===== config.mk =====
export PLATFORM = sky130hd
export DESIGN_NAME = result_demux_1x4_x64
export DESIGN_NICKNAME = d
export VERILOG_FILES = /design/src/rtl/result_demux_1x4_x64.sv
export SDC_FILE = /design/constraint.sdc
export NUM_CORES = 1
export LEC_CHECK = 0
export ABC_AREA = 1
export BUFFER_PORTS_ARGS = -buffer_cell sky130_fd_sc_hd__buf_2
export CAP_MARGIN = 20
export CORE_MARGIN = 2
export CORE_UTILIZATION = 39
export CTS_BUF_LIST = sky130_fd_sc_hd__clkbuf_8
export CTS_CLUSTER_DIAMETER = 30
export CTS_CLUSTER_SIZE = 40
export DETAILED_ROUTE_END_ITERATION = 8
export GPL_ROUTABILITY_DRIVEN = 0
export HOLD_SLACK_MARGIN = 0.15
export SLEW_MARGIN = 20
export SYNTH_ARGS = -nofsm -noshare
export SYNTH_HDL_FRONTEND = slang
export SYNTH_SLANG_ARGS = --single-unit

===== constraint.sdc =====
create_clock -name clk -period 1.47 [get_ports clk]
set_clock_uncertainty 0.1 [all_clocks]
set_input_delay 0.147 -clock clk [delete_from_list [all_inputs] [get_ports clk]]
set_output_delay 0.147 -clock clk [all_outputs]
set_load 0.02 [all_outputs]

===== src/rtl/result_demux_1x4_x64.sv =====
// One-to-four result demultiplexer with a single-word holding register per lane.
// Words whose select/invSelect pair disagrees are accepted and dropped, and counted as errors.
module result_demux_1x4_x64 #(
    parameter int WIDTH = 64
) (
    input  logic                  clk,
    input  logic                  reset_n,
    input  logic                  in_valid,
    output logic                  in_ready,
    input  logic [WIDTH-1:0]      in_data,
    input  logic [1:0]            select,
    input  logic [1:0]            invSelect,
    output logic [3:0]            out_valid,
    input  logic [3:0]            out_ready,
    output logic [3:0][WIDTH-1:0] outs,
    output logic                  sel_err,
    output logic [7:0]            err_count
);

    logic [1:0] rst_sync;
    logic       active;
    logic       legal;
    logic       xfer;
    logic [3:0] load;

    // Reset release passes through two flops, so in_ready stays low until the second edge.
    always_ff @(posedge clk or negedge reset_n) begin
        if (!reset_n) begin
            rst_sync <= 2'b00;
        end else begin
            rst_sync <= {rst_sync[0], 1'b1};
        end
    end

    assign active = rst_sync[1];
    assign legal  = (select == ~invSelect);

    // A draining lane counts as free, giving one word per cycle per lane.
    assign in_ready = active & (~legal | ~out_valid[select] | out_ready[select]);
    assign xfer     = in_valid & in_ready;
    assign load     = (xfer & legal) ? (4'b0001 << select) : 4'b0000;

    always_ff @(posedge clk or negedge reset_n) begin
        if (!reset_n) begin
            out_valid <= 4'b0000;
            outs      <= '0;
        end else begin
            for (int i = 0; i < 4; i++) begin
                if (load[i]) begin
                    outs[i] <= in_data;
                end
                out_valid[i] <= load[i] | (out_valid[i] & ~out_ready[i]);
            end
        end
    end

    always_ff @(posedge clk or negedge reset_n) begin
        if (!reset_n) begin
            sel_err   <= 1'b0;
            err_count <= 8'd0;
        end else if (xfer && !legal) begin
            sel_err <= 1'b1;
            if (err_count != 8'hFF) begin
                err_count <= err_count + 8'd1;
            end
        end
    end

endmodule


==> flow_metrics.env, run 1 <==
export IMPL_status="complete, but fails checks"
export IMPL_violations="setup timing"
export IMPL_yosysUniqueCellTypes=27
export IMPL_finalSetupViolCount=276
export IMPL_synth_top_family_by_area="simple AND/OR/NAND/NOR gates"
export IMPL_grt_use_total_pct=23.8
export IMPL_num_io_pins=345
export IMPL_tns_ns=-91.09
export IMPL_synth_compound_area_share_pct=15.3
export IMPL_power_switching_mw=11.1
export IMPL_ir_drop_mv=1.02
export IMPL_rrSetupSlack_ns=-0.40
export IMPL_die_area_sq_mm=0.0352
export IMPL_internal_power_mw=18.7
export IMPL_drive_above_1_share_pct=31.3
export IMPL_arrival_ns=2.25
export IMPL_grt_pass1_vias=12100
export IMPL_cts_buffer_depth=3
export IMPL_gr_total_overflow=0
export IMPL_coreArea_sq_mm=0.0334
export IMPL_fmaxAchievable_mhz=536
export IMPL_wl_per_cell_um=17.6
export IMPL_hp_class="in2reg"
export IMPL_synth_simple_gate_area_share_pct=19.7
export IMPL_yosys_area_top_type="dfrtp_1"
export IMPL_fp_row_count=67
export IMPL_r2r_end="outs[35]"
export IMPL_hp_start="select[0]"
export IMPL_yosysSeqAreaShare_pct=51.6
export IMPL_clockRootBuffer="clkbuf_8"
export IMPL_drtIter0Drc=627
export IMPL_final_setup_worst_slack_ns=-0.396
export IMPL_cts_buffers=61
export IMPL_final_cell_mix="buf_2 (342), inv_1 (282), nand2_1 (282)"
export IMPL_synth_area_leaders="dfrtp_1 (52%), o21bai_1 (15%), nand3_1 (10%)"
export IMPL_portBuffers=344
export IMPL_nets=2065
export IMPL_start_util_pct=39.4
export IMPL_cts_tree="done"
export IMPL_p_comb_share_pct=33.6
export IMPL_syn2layout_area_growth_pct=43.1
export IMPL_final_seq_area_sq_mm=0.00679
export IMPL_cts_clk_slew_worst_paths_ns=0.06
export IMPL_hold_end="outs[224]"
export IMPL_clkSinkCount=271
export IMPL_crit_fanout=9
export IMPL_multiInputGateArea_sq_mm=0.00497
export IMPL_p_leak_nw=9.61
export IMPL_die_h_um=188
export IMPL_critPathKind="reg2reg"
export IMPL_h_tree_depth=2
export IMPL_clk_latency_ns=0.61
export IMPL_ys_warn_count=0
export IMPL_vias=12100
export IMPL_synth_xor_area_share_pct=0.133
export IMPL_cap_viol_max_count=0
export IMPL_drv_slew=0
export IMPL_grt_pass1_wl_mm=67.1
export IMPL_syn_nets=1591
export IMPL_die_width_um=188
export IMPL_wl_mm=43.7
export IMPL_antenna_found_initial=6
export IMPL_utilization_pct=56.3
export IMPL_yosys_area_top_type_share_pct=51.6
export IMPL_relSlewSlack_pct=48.3
export IMPL_power_total_mw=29.8
export IMPL_firstDrtPassIters=7
export IMPL_grt_max_degree=50
export IMPL_mostFrequentLayoutCell="buf_2"
export IMPL_ant_nets=0
export IMPL_whs_path_depth=6
export IMPL_viasPerCell=4.87
export IMPL_worst_slew_pin_slew_ns=0.773
export IMPL_drt_drc_violations_left=0
export IMPL_period_minus_slack_ns=1.87
export IMPL_rsz0062_at_grt="true"
export IMPL_critPathCaptureType="flop"
export IMPL_netlist_area_sq_mm=0.0131
export IMPL_power_density_mw_per_mm2=1590
export IMPL_switching_share_pct=37.3
export IMPL_reg2regPathDepth=11
export IMPL_clkPwrFrac_pct=30.1
export IMPL_synthMuxAreaShare_pct=0
export IMPL_finalHoldViolations=0
export IMPL_dp_hpwl_mm=27.3
export IMPL_r2r_start="out_valid[2]"
export IMPL_synth_seq_cells=271
export IMPL_syn_inst=1515
export IMPL_synth_area_per_cell_sq_um=8.67
export IMPL_cp_start_kind="flop"
export IMPL_synth_fa_ha_area_share_pct=0.0953
export IMPL_nFillCells=3069
export IMPL_power_share_sequential_pct=36.3
export IMPL_fin_crit_sh_pct=127
export IMPL_cp_required_ns=1.86
==> metrics by stage <==
| step | worst slack (ns) | area, sq um | std cells | hold slack (ns) |
|---|---|---|---|---|
| 2_1_floorplan | -0.140 | 13400 | 1515 | -0.249 |
| 3_3_place_gp | -0.358 | 16200 | 2280 | -0.0276 |
| 3_5_place_dp | -0.388 | 16200 | 2280 | -0.0267 |
| 4_1_cts | -0.397 | 18200 | 2468 | 0.0828 |
| 5_1_grt | -0.517 | 18800 | 2489 | 0.183 |
| 6_report | -0.396 | 18800 | 2490 | 0.192 |
==> registers in the layout (all words and copies together) (netlist names) <==
signal / flops
out_valid: 4
outs: 256
sel_err: 1
rst_sync: 2
err_count: 8
==> power by group through the flow <==
stage	registers (mW)	logic, mW	clock network (mW)
6_report	10.8	10.0	8.98
4_1_cts	10.8	9.88	9.14
2_1_floorplan	13.4	3.29	0
5_1_grt	11.1	10.9	9.54
3_5_place_dp	10.9	9.68	0
3_3_place_gp	10.9	9.51	0
==> worst max path at each step <==
stage | slack [ns] | depth (start not counted) | from | endpoint
global placement | -0.36 | 11 | select[0] | sel_err
global route | -0.52 | 11 | out_valid[1] | outs[35]
floorplan | -0.14 | 10 | out_valid[1] | outs[118]
detailed placement | -0.39 | 11 | select[1] | outs[30]
finish | -0.40 | 11 | out_valid[2] | outs[35]
CTS | -0.40 | 8 | out_valid[2] | in_ready
==> synthesized netlist by cell type, drive strengths merged <==
| library cell | count |
|---|---|
| nand2 | 288 |
| conb | 1 |
| buf | 58 |
| inv | 282 |
| nor2 | 13 |
| ha | 1 |
| nand4 | 2 |
| dfrtp | 271 |
| clkbuf | 55 |
| nor3 | 1 |
| or2 | 2 |
| o21bai | 264 |
| nand3 | 271 |
| xor2 | 2 |
| o22ai | 4 |
==> worst max-delay path, cell delays in order, from the launching register on <==
cell,delay [ns]
dfrtp_2,0.42
nand2_2,0.06
nand2_1,0.05
nand2_1,0.07
nand2_2,0.07
nand3_4,0.08
buf_6,0.12
nand4_4,0.14
clkbuf_16,0.25
clkbuf_16,0.17
o21bai_1,0.14
nand2_1,0.07
==> routing by layer <==
layer	vias up	part of all wire, %	track usage [%]
met2	455	46	37.7
met4	6	2.6	8.21
met3	80	8.3	6.34
met5	-	0.078	0
li1	5739	-	-
met1	5850	43	31.8
==> area by class of cell <==
cell class	instances	area share [%]
Sequential cell	271	36.1
Multi-Input combinational cell	849	26.5
Timing Repair Buffer	524	21.7
Inverter	282	5.65
Clock buffer	70	5.13
Tap cell	448	2.98
Clock inverter	42	1.88
Antenna cell	4	0.0533
==> kinds of logic after synthesis <==
group           Yosys count
compound gates          268
xor+xnor                  2
fa+ha+maj                 1
buf+inv                 395
flops                   271
other cells               1
simple gates            577
==> repair_timing <==
action,4_1_cts,5_1_grt
setup buffers,3,2
pin swaps,3,13
hold buffers,73,2
resized for setup,4,28
endpoints found under the setup margin,280,327
cloned,0,14
endpoints found under the hold margin,539,7
No activity file was read; power rests on OpenSTA's default activity.
==> inputs of run 2 (changes only) <==
==> constraint.sdc (replaced) <==
create_clock -name clk -period 2 [get_ports clk]
set_clock_uncertainty 0.1 [all_clocks]
set_input_delay 0.2 -clock clk [delete_from_list [all_inputs] [get_ports clk]]
set_output_delay 0.2 -clock clk [all_outputs]
set_load 0.02 [all_outputs]
==> run 2 against run 1 <==
  * The flow now finishes without violations
  * Flip-flop and latch count unchanged
  * Sequential share of layout area grew 1.8 points
  * Total power fell by 24%
  * Die area did not move
  * Utilization down 2.8 points
  * Combinational power decreased by 29%
  * Critical endpoint is now in_ready
==> flow_metrics.env, run 2 (synthesis gave the netlist of run 1 again) <==
export IMPL_worst_slew_pin_slew_ns=0.604
export IMPL_nets=2032
export IMPL_use_met3_pct=7.06
export IMPL_antenna_found_initial=1
export IMPL_fp_row_count=67
export IMPL_internal_power_mw=14.3
export IMPL_clk_latency_ns=0.55
export IMPL_status="completed"
export IMPL_power_total_mw=22.6
export IMPL_cts_tree="done"
export IMPL_rsz0062_at_grt="true"
export IMPL_grt_pass1_wl_mm=68.2
export IMPL_cts_buffers=70
export IMPL_mostFrequentLayoutCell="buf_2"
export IMPL_grt_max_degree=52
export IMPL_ir_drop_mv=0.759
export IMPL_power_switching_mw=8.30
export IMPL_cap_viol_max_count=0
export IMPL_clkPwrFrac_pct=33.2
export IMPL_cp_required_ns=1.70
export IMPL_arrival_ns=1.61
export IMPL_hp_start="invSelect[0]"
export IMPL_p_leak_nw=9.27
export IMPL_fmaxAchievable_mhz=522
export IMPL_hp_class="in2reg"
export IMPL_drive_above_1_share_pct=27.0
export IMPL_start_util_pct=39.4
export IMPL_syn2layout_area_growth_pct=36.0
export IMPL_finalSetupViolCount=0
export IMPL_relSlewSlack_pct=59.7
export IMPL_p_comb_share_pct=31.6
export IMPL_portBuffers=344
export IMPL_holdWs_ns=0.181
export IMPL_met2_usage_pct=37.9
export IMPL_wl_per_cell_um=17.3
export IMPL_clockRootBuffer="clkbuf_8"
export IMPL_period_minus_slack_ns=1.91
export IMPL_regMostFlops="outs"
export IMPL_finalHoldViolations=0
export IMPL_drv_slew=0
export IMPL_vias=12000
export IMPL_gr_total_overflow=0
export IMPL_die_h_um=188
export IMPL_final_setup_worst_slack_ns=0.0855
export IMPL_switching_share_pct=36.7
export IMPL_largest_registers="outs (256), err_count (8), out_valid (4)"
export IMPL_power_share_sequential_pct=35.2
export IMPL_die_width_um=188
export IMPL_r2r_start="out_valid[3]"
export IMPL_grt_pass1_vias=12100
export IMPL_clkSinkCount=271
export IMPL_coreArea_sq_mm=0.0334
export IMPL_grt_use_total_pct=24.2
export IMPL_cts_buffer_depth=3
export IMPL_drtIter0Drc=685
export IMPL_fin_crit_sh_pct=95.7
export IMPL_pre_cts_slack_ns=0.0277
export IMPL_h_tree_depth=3
export IMPL_final_cell_mix="buf_2 (342), inv_1 (290), nand2_1 (284)"
export IMPL_drt_drc_violations_left=0
export IMPL_critPathCaptureType="output port"
export IMPL_critPathKind="in2out"
export IMPL_crit_fanout=4
export IMPL_power_density_mw_per_mm2=1270
export IMPL_wl_mm=42.5
export IMPL_worstSetupStartpoint="out_ready[3]"
export IMPL_viasPerCell=4.87
export IMPL_num_io_pins=345
export IMPL_ant_nets=0
export IMPL_cts_clk_slew_worst_paths_ns=0.05
export IMPL_nFillCells=3169
export IMPL_largest_reg_flops=256
export IMPL_cp_start_kind="input pin"
export IMPL_firstDrtPassIters=5
export IMPL_grt_most_used_layer="met2"
export IMPL_use_met1_pct=32.1
export IMPL_dp_hpwl_mm=27.7
export IMPL_die_area_sq_mm=0.0352
run 2: cell types whose count changed in the layout (fill, tap and decap cells not counted), sizes merged, moves of 5 or more:
cell,change
buf,-26
clkbuf,-6
clkinv,-9
clkinvlp,+7
inv,+5
run 2: cell type report:
type | instances | area, sq um | area share [%]
sequential | 271 | 6780 | 38.0
clock inverter | 48 | 464 | 2.60
tap | 448 | 561 | 3.14
clock buffer | 77 | 1060 | 5.93
multi-input combinational | 849 | 4660 | 26.1
antenna | 1 | 2.50 | 0.0140
inverter | 282 | 1060 | 5.93
timing repair buffer | 482 | 3280 | 18.3
run 2: worst paths after layout:
kind	endpoint	slack [ns]	cells past startpoint
max in group asynchronous	outs[47]	0.53	4
setup reg to reg	out_valid[0]	0.10	9
min in group asynchronous	err_count[3]	0.61	3
hold reg to reg	rst_sync[1]	0.25	0
hold / removal	out_valid[1]	0.18	7
setup / recovery	in_ready	0.09	9
run 2: repair_timing:
action                     CTS  global route
buffers inserted             2             2
hold endpoints to repair   539             0
setup endpoints to repair    1             3
pin swaps                    0             2
hold buffers                73             0
gates resized for setup      1             3
run 2: routing by layer:
layer / part of all wire, % / vias to the layer above
met4: 2.7 / 2
met1: 42 / 5795
met2: 47 / 433
met5: 0.028 / -
li1: - / 5660
met3: 8.2 / 78
run 2: through the flow:
| stage | util [%] | TNS (ns) | cell area, sq um | instances |
|---|---|---|---|---|
| 2_1_floorplan | - | 0 | 13100 | 1515 |
| 3_3_place_gp | 46.7 | 0 | 15600 | 2256 |
| 3_5_place_dp | 46.7 | 0 | 15600 | 2256 |
| 4_1_cts | 53.5 | 0 | 17800 | 2456 |
| 5_1_grt | 53.5 | -0.0207 | 17900 | 2457 |
| 6_report | 53.5 | 0 | 17900 | 2458 |
run 2: critical path, cell delays in order:
cell	delay (ns)
dlygate4sd3_1	0.55
buf_2	0.15
nand3_1	0.08
nand2_1	0.07
nor2_2	0.14
nand3_4	0.12
nand2_2	0.09
inv_1	0.06
buf_4	0.15
run 2: power by group through the flow:
stage	Clock, mW	Combinational, mW	Sequential, mW
5_1_grt	8.01	7.80	8.14
3_5_place_dp	0	7.03	8.02
4_1_cts	7.70	7.18	7.96
3_3_place_gp	0	6.96	7.99
6_report	7.52	7.15	7.96
2_1_floorplan	0	2.39	9.86
